## src/rtl/instr_fetch_queue_pkg.sv

```systemverilog
// Shared processor definitions used by the fetch front end.
package instr_fetch_queue_pkg;

  localparam logic [31:0] NOP_INSTR        = 32'h0000_0013;
  localparam logic [31:0] DEFAULT_RESET_PC = 32'h0000_0000;

  typedef enum logic [1:0] {
    IDLE  = 2'd0,
    FETCH = 2'd1,
    DRAIN = 2'd2
  } fetch_state_e;

  typedef struct packed {
    logic [31:0] pc;
    logic [31:0] instr;
  } fetch_entry_t;

endpackage

```

## src/rtl/instr_fetch_queue_fifo.sv

```systemverilog
// Prefetch queue storage: power-of-two ring with flush and same-cycle push/pop when full.
module fetch_fifo #(
  parameter int DEPTH = 4,
  parameter int WIDTH = 64
) (
  input  logic                     clock,
  input  logic                     reset,
  input  logic                     flush,
  input  logic                     push,
  input  logic                     pop,
  input  logic [WIDTH-1:0]         wdata,
  output logic [WIDTH-1:0]         rdata,
  output logic                     full,
  output logic                     empty,
  output logic [$clog2(DEPTH):0]   count
);
  localparam int AW = $clog2(DEPTH);

  logic [WIDTH-1:0] mem [DEPTH];
  logic [AW:0]      wr_ptr, rd_ptr;
  logic             do_push, do_pop;

  assign count   = wr_ptr - rd_ptr;
  assign full    = (count == (AW+1)'(DEPTH));
  assign empty   = (count == '0);
  assign rdata   = mem[rd_ptr[AW-1:0]];
  // When full, a push lands in the slot being popped; the read is combinational so nothing is lost.
  assign do_push = push && (!full || pop);
  assign do_pop  = pop && !empty;

  always_ff @(posedge clock or negedge reset) begin
    if (!reset) begin
      wr_ptr <= '0;
      rd_ptr <= '0;
    end else if (flush) begin
      wr_ptr <= '0;
      rd_ptr <= '0;
    end else begin
      if (do_push) wr_ptr <= wr_ptr + 1'b1;
      if (do_pop)  rd_ptr <= rd_ptr + 1'b1;
    end
  end

  always_ff @(posedge clock) begin
    if (do_push && !flush) mem[wr_ptr[AW-1:0]] <= wdata;
  end

endmodule

```

## src/rtl/instr_fetch_queue.sv

```systemverilog
// Instruction fetch front end: credit-limited in-order memory requests feeding a decode queue,
// with redirect flush and drain of responses belonging to the abandoned path.
module instr_fetch_queue
  import instr_fetch_queue_pkg::*;
#(
  parameter int          DEPTH    = 4,
  parameter logic [31:0] RESET_PC = DEFAULT_RESET_PC
) (
  input  logic        clock,
  input  logic        reset,
  output logic        imem_req_valid,
  input  logic        imem_req_ready,
  output logic [31:0] imem_req_addr,
  input  logic        imem_rsp_valid,
  input  logic [31:0] imem_rsp_data,
  input  logic        redirect_valid,
  input  logic [31:0] redirect_pc,
  output logic        dec_valid,
  input  logic        dec_ready,
  output logic [31:0] dec_instr,
  output logic [31:0] dec_pc
);
  localparam int CW = $clog2(DEPTH) + 1;

  fetch_state_e  state, state_nxt;
  logic [31:0]   fetch_pc;
  logic [CW-1:0] outstanding, outstanding_nxt, q_count;
  logic          req_fire, rsp_take, push, pop, q_full, q_empty;
  fetch_entry_t  q_wdata, q_rdata, hold;

  // Credit: registered occupancy plus in-flight requests, no same-cycle pop bypass.
  assign imem_req_valid  = (state == FETCH) && !q_full &&
                           (({1'b0, q_count} + {1'b0, outstanding}) < (CW+1)'(DEPTH));
  assign imem_req_addr   = imem_req_valid ? fetch_pc : '0;
  assign req_fire        = imem_req_valid && imem_req_ready;
  // Responses with nothing outstanding are strays from before a reset.
  assign rsp_take        = imem_rsp_valid && (outstanding != '0);
  assign outstanding_nxt = outstanding + CW'(req_fire) - CW'(rsp_take);

  assign push = rsp_take && (state == FETCH) && !redirect_valid;
  assign pop  = dec_valid && dec_ready;

  // In FETCH all in-flight requests are sequential, so the oldest sits outstanding words behind fetch_pc.
  assign q_wdata.pc    = fetch_pc - (32'(outstanding) << 2);
  assign q_wdata.instr = imem_rsp_data;

  fetch_fifo #(.DEPTH(DEPTH), .WIDTH(64)) u_fifo (
    .clock (clock),
    .reset (reset),
    .flush (redirect_valid),
    .push  (push),
    .pop   (pop),
    .wdata (q_wdata),
    .rdata (q_rdata),
    .full  (q_full),
    .empty (q_empty),
    .count (q_count)
  );

  assign dec_valid = !q_empty;
  assign dec_pc    = q_empty ? hold.pc    : q_rdata.pc;
  assign dec_instr = q_empty ? hold.instr : q_rdata.instr;

  always_comb begin
    state_nxt = state;
    case (state)
      IDLE:    state_nxt = FETCH;
      FETCH:   if (redirect_valid && (outstanding_nxt != '0)) state_nxt = DRAIN;
      DRAIN:   if (!redirect_valid && (outstanding == '0)) state_nxt = FETCH;
      default: state_nxt = IDLE;
    endcase
  end

  always_ff @(posedge clock or negedge reset) begin
    if (!reset) begin
      state       <= IDLE;
      fetch_pc    <= RESET_PC;
      outstanding <= '0;
      hold        <= '0;
    end else begin
      state       <= state_nxt;
      outstanding <= outstanding_nxt;
      if (redirect_valid)  fetch_pc <= redirect_pc & ~32'h3;
      else if (req_fire)   fetch_pc <= fetch_pc + 32'd4;
      if (!q_empty)        hold     <= q_rdata;
    end
  end

endmodule

```

## config.mk

```make
export PLATFORM = sky130hd
export DESIGN_NAME = instr_fetch_queue
export DESIGN_NICKNAME = d
export VERILOG_FILES = /design/src/rtl/instr_fetch_queue_pkg.sv /design/src/rtl/instr_fetch_queue_fifo.sv /design/src/rtl/instr_fetch_queue.sv
export SDC_FILE = /design/constraint.sdc
export NUM_CORES = 1
export LEC_CHECK = 0
export BUFFER_PORTS_ARGS = -buffer_cell sky130_fd_sc_hd__buf_2
export CAP_MARGIN = 40
export CELL_PAD_IN_SITES_DETAIL_PLACEMENT = 1
export CELL_PAD_IN_SITES_GLOBAL_PLACEMENT = 1
export CORE_MARGIN = 3
export CORE_UTILIZATION = 54
export DETAILED_ROUTE_END_ITERATION = 10
export PLACE_DENSITY_LB_ADDON = 0.1
export SETUP_SLACK_MARGIN = 0.5
export SYNTH_ARGS = -nofsm -noshare
export SYNTH_HDL_FRONTEND = slang
export SYNTH_HIERARCHICAL = 1
export SYNTH_SLANG_ARGS = --single-unit
```

## constraint.sdc

```tcl
create_clock -name clock -period 9.1 [get_ports clock]
set_clock_uncertainty 0.1 [all_clocks]
set_input_delay 0.455 -clock clock [delete_from_list [all_inputs] [get_ports clock]]
set_output_delay 0.455 -clock clock [all_outputs]
set_load 0.02 [all_outputs]
```

==> flow_summary.yaml, run 1 <==
power_and_ir_drop:
  p_switching_uw: 1760
  vdd_drop_max_mv: 0.145
  combPwrFrac_pct: 31.4
  p_seq_share_pct: 39.9
  pwr-share-clk_pct: 28.7
  p_per_area_mw_per_mm2: 301
  p_leak_uw: 0.00648
  power.internal_uw: 3570
  sw_frac_of_total_pct: 33.0
synth:
  syn_inst: 892
  yosysMostFrequentCell: "edfxtp_1"
  synth_ff_type: "edfxtp_1"
  synth_top_area_share_pct: 50.7
  synth_edf_count: 256
  synth_area_leaders: "edfxtp_1 51%, dfrtp_1 17%, mux4_2 9.5%"
  yosysTopAreaCell: "edfxtp_1"
  yosys-top-cells-count: "256 x edfxtp_1, 105 x dfrtp_1, 67 x mux2_2, 64 x mux4_2, 42 x nand2_1"
  syn_area_mm2: 0.0152
  synth.avg_cell_area_um2: 17.0
  ys_seq_area_share_pct: 68.1
  synthArstFlopShare_pct: 29.1
  yosysWarnings: 6
  yosys.cell_types.count: 60
  yosys_register_bits: 361
timing:
  setup_tns_ns: 0
  hold_viol: 0
  maxSlewViolCount: 0
  holdWs_ns: 0.0415
  fmax_ghz: 0.200
  setup_viol: 0
  worst_pin_slew_ns: 0.786
  rsz0062_at_grt: "false"
  period_share_pct: 55.0
  slew_headroom_pct: 47.5
  layout_min_cycle_time_ns: 5.01
global_routing:
  grt_usage_pct: 22.9
  grt_pass1_wl_um: 54100
  grt_max_degree: 61
  overflow: 0
  grt_pass1_vias: 9355
  antenna_found_initial: 0
drt:
  viasPerCell: 5.69
  drtAntennaViolNets: 0
  drt_iter0_drc: 590
  drt_wl_total_um: 33900
  post_drt_wl_per_cell_um: 23.1
  detail_route.first_pass.iterations: 5
  route.detailed.drc: 0
  vias: 8354
final_layout:
  final_util_pct: 64.8
  num-nets-final: 1150
  drive_gt1_share_pct: 35.9
  syn_to_final_growth_pct: 16.6
worst_setup_path:
  cp.required_ns: 8.55
  cp.arrival_ns: 4.45
  slowest_delay_ns: 0.71
  cpMaxStageDelayCell: "dfrtp_4"
  crit_chain: "ha_1 > fa_1 > xor3_2 > ha_1 > nor4_4 > nand3_2 > inv_2 > and2_1 > buf_2"
  crit_type: "reg2out"
  crit_top_cell: "ha_1"
  start_kind: "flop"
  endpoint_kind: "output pin"
  r2r_slack_ns: 4.31
  cp_max_fo: 33
clock_network:
  cts_buffers: 39
  root_buffer: "clkbuf_16"
  cts_buffer_depth: 3
  post_cts_buffers: 0
  cts_tree: "done"
  htree_levels: 2
  clock_latency_ns: 0.53
  clkTransAtPathRegs_ns: 0.06
  cts_sinks: 361
flow_run:
  cap_violations: 0
min_path:
  hold_path_class: "in2reg"
floorplan:
  ios: 168
  start_util_pct: 55.6
  die-area_mm2: 0.0301
  die_y_um: 174
  core-area_mm2: 0.0273
  die_x_um: 174
  num_rows: 60
status:
  status: "completed"
place:
  place.gp.congestion: 0.789
  port-buffer-count: 163
  dp_hpwl_um: 21100
==> what timing repair did <==
action	CTS	global route
gates resized for setup	0	0
hold buffers	1	0
setup endpoints to repair	0	0
endpoints found under the hold margin	44	0
==> final timing paths <==
path | start | to | depth (start not counted)
setup / recovery | u_fifo/rd_ptr[0]$_DFFE_PN0P_ | imem_req_addr[24] | 9
hold / removal | imem_rsp_data[7] | u_fifo/mem[3][7]$_DFFE_PP_ | 1
setup reg to reg | u_fifo/rd_ptr[0]$_DFFE_PN0P_ | state[1]$_DFFE_PN0P_ | 15
hold reg to reg | state[1]$_DFFE_PN0P_ | state[0]$_DFFE_PN0P_ | 1
max in group asynchronous | reset | u_fifo/rd_ptr[0]$_DFFE_PN0P_ | 4
min in group asynchronous | reset | hold[30]$_DFFE_PN0N_ | 2
==> state kept, by name (all words and copies together) (netlist names) <==
register       count
u_fifo/mem       256
u_fifo/wr_ptr      3
u_fifo/rd_ptr      3
state              2
hold              64
outstanding        3
fetch_pc          30
==> critical path, delay by kind of cell (launching register included) <==
family	cells	cell delay, ns
AND/OR/NAND/NOR	3	1.08
adder cells (fa/ha/maj)	3	1.03
buffers and inverters	2	0.77
flip-flops	1	0.71
XOR/XNOR	1	0.34
==> area by class of cell <==
type | count | area (um^2)
Sequential cell | 361 | 10300
Fill cell | 2449 | 9580
Multi-Input combinational cell | 461 | 4530
Clock buffer | 57 | 1110
Timing Repair Buffer | 178 | 1020
Tap cell | 372 | 465
Clock inverter | 15 | 138
Inverter | 22 | 82.6
Antenna cell | 1 | 2.50
==> metal layers <==
| layer | up-vias | routed length, um | track usage [%] |
|---|---|---|---|
| li1 | 3721 | - | - |
| met1 | 4370 | 15000 | 32.6 |
| met2 | 221 | 16900 | 37.9 |
| met3 | 42 | 1400 | 3.46 |
| met4 | 0 | 569 | 5.27 |
| met5 | - | 0 | 0 |
==> power by group through the flow <==
stage / Clock, uW / Sequential, uW / Combinational [uW]
after floorplan: 0 / 2090 / 1160
after global placement: 0 / 2140 / 1600
after detailed placement: 0 / 2150 / 1680
after CTS: 1560 / 2130 / 1700
after global routing: 1640 / 2140 / 1800
final: 1530 / 2120 / 1670
==> cells by family after synthesis <==
kind of cell / Yosys count / share of synthesized area (%)
buffers and inverters: 79 / 2.35
other: 1 / 0.0248
XOR/XNOR: 53 / 3.17
AO/OA/AOI/OAI: 44 / 1.90
flip-flops: 361 / 68.1
AND/OR/NAND/NOR: 200 / 8.00
multiplexers: 137 / 14.9
adder cells (fa/ha/maj): 17 / 1.55
==> layout by cell type, fill, tap and decap left out, types with 4 or more instances in the layout <==
| master | count |
|---|---|
| and4_1 | 4 |
| nand4_1 | 13 |
| and3_2 | 4 |
| or3_1 | 5 |
| clkinv_1 | 4 |
| clkinv_2 | 6 |
| clkbuf_1 | 12 |
| xor2_1 | 18 |
| nand2_1 | 42 |
| nand2b_1 | 6 |
| nor4_2 | 4 |
| mux2_2 | 67 |
| nor4_1 | 6 |
| o21ai_1 | 9 |
| clkbuf_16 | 40 |
| nor3_1 | 14 |
| o31a_1 | 6 |
| and3_1 | 4 |
| and2_1 | 28 |
| buf_4 | 10 |
| nor4_4 | 4 |
| or4_1 | 4 |
| mux4_2 | 64 |
| nand3_1 | 14 |
| ha_1 | 14 |
| o21ai_0 | 13 |
| dfrtp_1 | 103 |
| edfxtp_1 | 256 |
| clkbuf_8 | 5 |
| nor2_1 | 24 |
| conb_1 | 10 |
| nor2b_1 | 8 |
| buf_2 | 162 |
| inv_1 | 21 |
| xnor2_1 | 34 |
==> metrics by stage <==
stage	instances	cell area [um^2]	total power (uW)	worst slack, ns
floorplan	901	15200	3250	4.50
global placement	1388	16300	3740	4.45
detailed placement	1393	16400	3830	4.30
CTS	1466	17700	5380	4.01
global route	1466	17700	5590	3.76
finish	1467	17700	5320	4.09
(Power assumes the default switching activity.)
==> run 2, diff against run 1 <==
--- a/config.mk
+++ b/config.mk
@@ -10,7 +10,7 @@
 export CELL_PAD_IN_SITES_DETAIL_PLACEMENT = 1
 export CELL_PAD_IN_SITES_GLOBAL_PLACEMENT = 1
 export CORE_MARGIN = 3
-export CORE_UTILIZATION = 54
+export CORE_UTILIZATION = 50
 export DETAILED_ROUTE_END_ITERATION = 10
 export PLACE_DENSITY_LB_ADDON = 0.1
 export SETUP_SLACK_MARGIN = 0.5
==> constraint.sdc (replaced) <==
create_clock -name clock -period 5.1 [get_ports clock]
set_clock_uncertainty 0.1 [all_clocks]
set_input_delay 0.255 -clock clock [delete_from_list [all_inputs] [get_ports clock]]
set_output_delay 0.255 -clock clock [all_outputs]
set_load 0.02 [all_outputs]
==> flow_summary.yaml, run 2 (synthesis results as in run 1) <==
worst_setup_path:
  r2r_slack_ns: 0.87
  reg2reg_from: "u_fifo/wr_ptr[0]$_DFFE_PN0P_"
  crit_type: "reg2reg"
  crit_top_cell: "ha_1"
  critical_path_depth: 16
  cp.arrival_ns: 4.53
  cpMaxStageDelayCell: "dfrtp_1"
  critical_path_buf_inv_count: 2
  cp.required_ns: 5.40
  start_kind: "flop"
  crit_family: "adder cells"
  r2r-end: "state[1]$_DFFE_PN0P_"
  slowest_delay_ns: 0.40
  endpoint_kind: "flop"
  rr_worst_depth: 16
  cp_max_fo: 8
  crit_chain: "inv_1 > ha_1 > fa_1 > xor3_2 > ha_1 > nor4_4 > nand4_1 > ha_1 > inv_1 > ha_1 > fa_1 > xnor2_1 > xnor2_1 > nor3_1 > nor2_1 > a22o_1"
floorplan:
  ios: 168
  start_util_pct: 51.0
  core-area_mm2: 0.0297
  die-area_mm2: 0.0324
  die_y_um: 180
  die_x_um: 180
  num_rows: 63
min_path:
  worstHoldEndpoint: "fetch_pc[28]$_DFFE_PN0N_"
  hold_path.startpoint: "redirect_pc[28]"
  hold_path_class: "in2reg"
  whs_path_depth: 3
final_layout:
  diodes: 0
  drive_gt1_share_pct: 34.0
  mostFrequentLayoutCells: "256 x edfxtp_1, 162 x buf_2, 103 x dfrtp_1"
  num-nets-final: 1215
  largest_register_ffs: 256
  final_util_pct: 61.7
  final_common_cell: "edfxtp_1"
  syn_to_final_growth_pct: 21.0
global_routing:
  grt_usage_pct: 21.4
  overflow: 0
  grt_pass1_wl_um: 54800
  antenna_found_initial: 1
  grt_max_degree: 60
  grt_pass1_vias: 9370
drt:
  drtAntennaViolNets: 0
  route.detailed.drc: 0
  detail_route.first_pass.iterations: 5
  viasPerCell: 5.47
  vias: 8470
  drt_wl_total_um: 34100
  drt_iter0_drc: 445
  post_drt_wl_per_cell_um: 22.0
timing:
  hold_viol: 0
  layout_min_cycle_time_ns: 4.23
  fmax_ghz: 0.236
  period_share_pct: 82.9
  setup_tns_ns: 0
  maxSlewViolCount: 0
  layout_setup_ws_ns: 0.871
  slew_headroom_pct: 49.6
  rsz0062_at_grt: "false"
  worst_pin_slew_ns: 0.755
  setup_viol: 0
power_and_ir_drop:
  vdd_drop_max_mv: 0.309
  p_leak_uw: 0.00673
  p_per_area_mw_per_mm2: 518
clock_network:
  htree_levels: 2
  cts_sinks: 361
  cts-resized-gates: 0
  cts_buffers: 39
  cts_buffer_depth: 3
  root_buffer: "clkbuf_16"
  cts_tree: "done"
  clkTransAtPathRegs_ns: 0.06
  clock_latency_ns: 0.52
place:
  dpl_worst_slack_ns: 0.703
  dp_hpwl_um: 21300
  port-buffer-count: 163
  place.gp.congestion: 0.766
status:
  status: "completed"
flow_run:
  cap_violations: 0
run 2: what timing repair did:
item / CTS / global route
endpoints found under the setup margin: 0 / 2
buffers inserted: 0 / 1
hold buffers: 62 / 0
endpoints found under the hold margin: 214 / 0
run 2: layout make-up:
cell class                 instances  area, um^2
fill                            2711       11400
sequential                       361       10300
multi-input combinational        461        4540
timing repair buffer             243        1650
clock buffer                      59        1110
tap                              390         488
clock inverter                    13         130
inverter                          22        82.6
run 2: how the worst max path moves through the flow:
| stage | startpoint | endpoint | slack, ns |
|---|---|---|---|
| floorplan | u_fifo/wr_ptr[0]$_DFFE_PN0P_ | u_fifo/mem[1][0]$_DFFE_PP_ | 0.63 |
| global placement | u_fifo/wr_ptr[0]$_DFFE_PN0P_ | state[1]$_DFFE_PN0P_ | 0.81 |
| detailed placement | u_fifo/wr_ptr[0]$_DFFE_PN0P_ | state[1]$_DFFE_PN0P_ | 0.70 |
| CTS | u_fifo/wr_ptr[0]$_DFFE_PN0P_ | state[1]$_DFFE_PN0P_ | 0.67 |
| global route | u_fifo/wr_ptr[0]$_DFFE_PN0P_ | state[1]$_DFFE_PN0P_ | 0.51 |
| finish | u_fifo/wr_ptr[0]$_DFFE_PN0P_ | state[1]$_DFFE_PN0P_ | 0.87 |
run 2: report_power, final:
group	switching [uW]	internal [uW]	leakage (uW)
Sequential	167	3600	0.00355
Combinational	1840	1170	0.00258
Clock	1100	1610	0.000597
run 2: metrics by stage:
stage	instance area, um^2	total power, uW	std cells	hold slack (ns)
finish	18300	9480	1549	0.0167
global route	18300	9960	1549	0.0322
CTS	18300	9600	1548	0.00538
detailed placement	16500	6820	1414	0.0369
global placement	16300	6700	1410	0.335
floorplan	15200	5800	901	-0.141
run 2: tightest hold or removal path: stages:
cell,delay (ns)
buf_2,0.11
nand2b_1,0.10
o31a_1,0.13
run 2: per-layer routing:
metal	vias to the layer above	GRT usage [%]	wire length, um
met3	45	2.97	1230
met1	4392	30.1	15300
met2	184	36.2	17100
met5	-	0	7
met4	2	4.54	578
li1	3847	-	-
==> run 3, diff against run 2 <==
--- a/config.mk
+++ b/config.mk
@@ -10,7 +10,7 @@
 export CELL_PAD_IN_SITES_DETAIL_PLACEMENT = 1
 export CELL_PAD_IN_SITES_GLOBAL_PLACEMENT = 1
 export CORE_MARGIN = 3
-export CORE_UTILIZATION = 50
+export CORE_UTILIZATION = 45
 export DETAILED_ROUTE_END_ITERATION = 10
 export PLACE_DENSITY_LB_ADDON = 0.1
 export SETUP_SLACK_MARGIN = 0.5
==> constraint.sdc (replaced) <==
create_clock -name clock -period 3.66 [get_ports clock]
set_clock_uncertainty 0.1 [all_clocks]
set_input_delay 0.183 -clock clock [delete_from_list [all_inputs] [get_ports clock]]
set_output_delay 0.183 -clock clock [all_outputs]
set_load 0.02 [all_outputs]
==> flow_summary.yaml, run 3 (synthesis results as in run 1) <==
worst_setup_path:
  start_kind: "flop"
  cp.required_ns: 3.96
  crit_type: "reg2reg"
  crit_top_cell: "ha_4"
  cp.arrival_ns: 4.03
  endpoint_kind: "flop"
  slowest_delay_ns: 0.49
  cpMaxStageDelayCell: "dfrtp_4"
  cp_max_fo: 3
  crit_chain: "ha_4 > fa_2 > xor3_2 > ha_4 > nor4_4 > nand4_1 > ha_1 > inv_2 > ha_4 > fa_2 > xnor2_2 > xnor2_2 > nor3_2 > nor2_1 > a22o_1"
floorplan:
  core-area_mm2: 0.0329
  start_util_pct: 46.1
  die_x_um: 189
  die-area_mm2: 0.0359
  ios: 168
  num_rows: 66
  die_y_um: 189
final_layout:
  final_common_cell: "edfxtp_1"
  n_fill_cell: 2943
  syn_to_final_growth_pct: 37.6
  finish.instance_area_mm2: 0.0208
  num-nets-final: 1311
  largest_register_ffs: 256
  diodes: 0
  mostFrequentLayoutCells: "256 x edfxtp_1, 103 x dfrtp_1, 92 x buf_2"
  drive_gt1_share_pct: 43.7
global_routing:
  grt_pass1_wl_um: 57200
  antenna_found_initial: 0
  grt_max_degree: 55
  grt_usage_pct: 20.7
  grt_pass1_vias: 9589
  overflow: 0
timing:
  period_share_pct: 102
  slew_headroom_pct: 45.3
  layout_min_cycle_time_ns: 3.73
  setup_viol: 2
  rsz0062_at_grt: "true"
  worst_pin_slew_ns: 0.821
  holdWs_ns: -0.00732
  layout_setup_ws_ns: -0.0663
  hold_viol: 1
  fmax_ghz: 0.268
  maxSlewViolCount: 0
status:
  violations: "negative hold slack, negative setup slack"
  status: "finished with violations"
drt:
  vias: 9149
  detail_route.first_pass.iterations: 4
  drtAntennaViolNets: 0
  drt_iter0_drc: 573
  post_drt_wl_per_cell_um: 24.7
  viasPerCell: 5.40
  route.detailed.drc: 0
  drt_wl_total_um: 41900
power_and_ir_drop:
  vdd_drop_max_mv: 0.434
  p_leak_uw: 0.00801
  p_per_area_mw_per_mm2: 784
clock_network:
  cts_buffers: 39
  cts_tree: "done"
  clock_latency_ns: 0.52
  root_buffer: "clkbuf_16"
  htree_levels: 2
  cts_sinks: 361
  cts_buffer_depth: 3
  clkTransAtPathRegs_ns: 0.06
place:
  dp_hpwl_um: 21900
  place.gp.congestion: 0.790
  dpl_cell_area_mm2: 0.0168
  dpl_worst_slack_ns: -0.225
  port-buffer-count: 163
min_path:
  hold_path_class: "in2reg"
flow_run:
  cap_violations: 0
## run 3: changes by cell type in the layout (fill, tap and decap cells not counted), sizes merged
cell         before  now
buf             181  256
clkinv            8    7
inv              23   22
dlygate4sd3      62   66
bufinv            2    3
clkinvlp          2    3
and3              8    9
clkbuf           59   73
## run 3: final cells by class
| class | count | area, um^2 | area share [%] |
|---|---|---|---|
| sequential | 361 | 10300 | 49.5 |
| multi-input combinational | 462 | 5080 | 24.4 |
| timing repair buffer | 338 | 3540 | 17.0 |
| clock buffer | 57 | 1120 | 5.35 |
| tap | 442 | 553 | 2.65 |
| clock inverter | 13 | 145 | 0.696 |
| inverter | 22 | 92.6 | 0.444 |
## run 3: timing repair
item | 4_1_cts | 5_1_grt
pin swaps | 8 | 34
endpoints found under the hold margin | 212 | 0
gates resized for setup | 90 | 220
setup endpoints to repair | 214 | 308
buffers inserted | 15 | 35
hold buffers | 66 | 0
cloned | 6 | 23
## run 3: path summary, 6_finish.rpt
kind / end / slack, ns / cells after the start / startpoint
worst max-delay path: state[1]$_DFFE_PN0P_ / -0.07 / 15 / u_fifo/rd_ptr[0]$_DFFE_PN0P_
worst min-delay path: fetch_pc[4]$_DFFE_PN0N_ / -0.007 / 4 / imem_req_ready
worst max register to register: state[1]$_DFFE_PN0P_ / -0.07 / 15 / u_fifo/rd_ptr[0]$_DFFE_PN0P_
worst min register to register: hold[25]$_DFFE_PN0N_ / 0.39 / 1 / hold[25]$_DFFE_PN0N_
max in group asynchronous: hold[61]$_DFFE_PN0N_ / 2.45 / 3 / reset
min in group asynchronous: hold[21]$_DFFE_PN0N_ / 0.20 / 2 / reset
## run 3: metal layers
metal / GRT usage (%) / vias up / wire [um]
met5: 0 / - / 0
met4: 3.58 / 0 / 542
met3: 3.28 / 40 / 1650
met2: 34.9 / 227 / 21000
met1: 29.2 / 4825 / 18700
li1: - / 4057 / -
## run 3: through the flow
step / hold WS [ns] / utilization [%] / setup TNS (ns) / total power [uW] / cells
finish: -0.00732 / 63.4 / -0.0897 / 16400 / 1695
CTS: 0.0112 / 58.7 / -0.0913 / 14700 / 1637
global route: 0.0180 / 63.4 / -2.27 / 17100 / 1695
global placement: 0.228 / 50.7 / -0.103 / 9510 / 1476
floorplan: -0.213 / - / -0.424 / 8180 / 901
detailed placement: 0.222 / 51.0 / -0.400 / 9660 / 1480
## run 3: report_power, final
part	switching [uW]	internal, uW	leakage (uW)	total [uW]
clock	1570	2330	0.000608	3900
combinational	3440	3730	0.00386	7170
sequential	264	5020	0.00355	5280
total	5280	11100	0.00801	16400
## run 3: worst max-delay path, delay by kind of cell (launching register included)
family          cells  cell delay, ns
fa+ha+maj           6            1.52
flops               1            0.49
simple gates        4            0.66
buf+inv             1            0.05
xor+xnor            3            0.60
compound gates      1            0.19
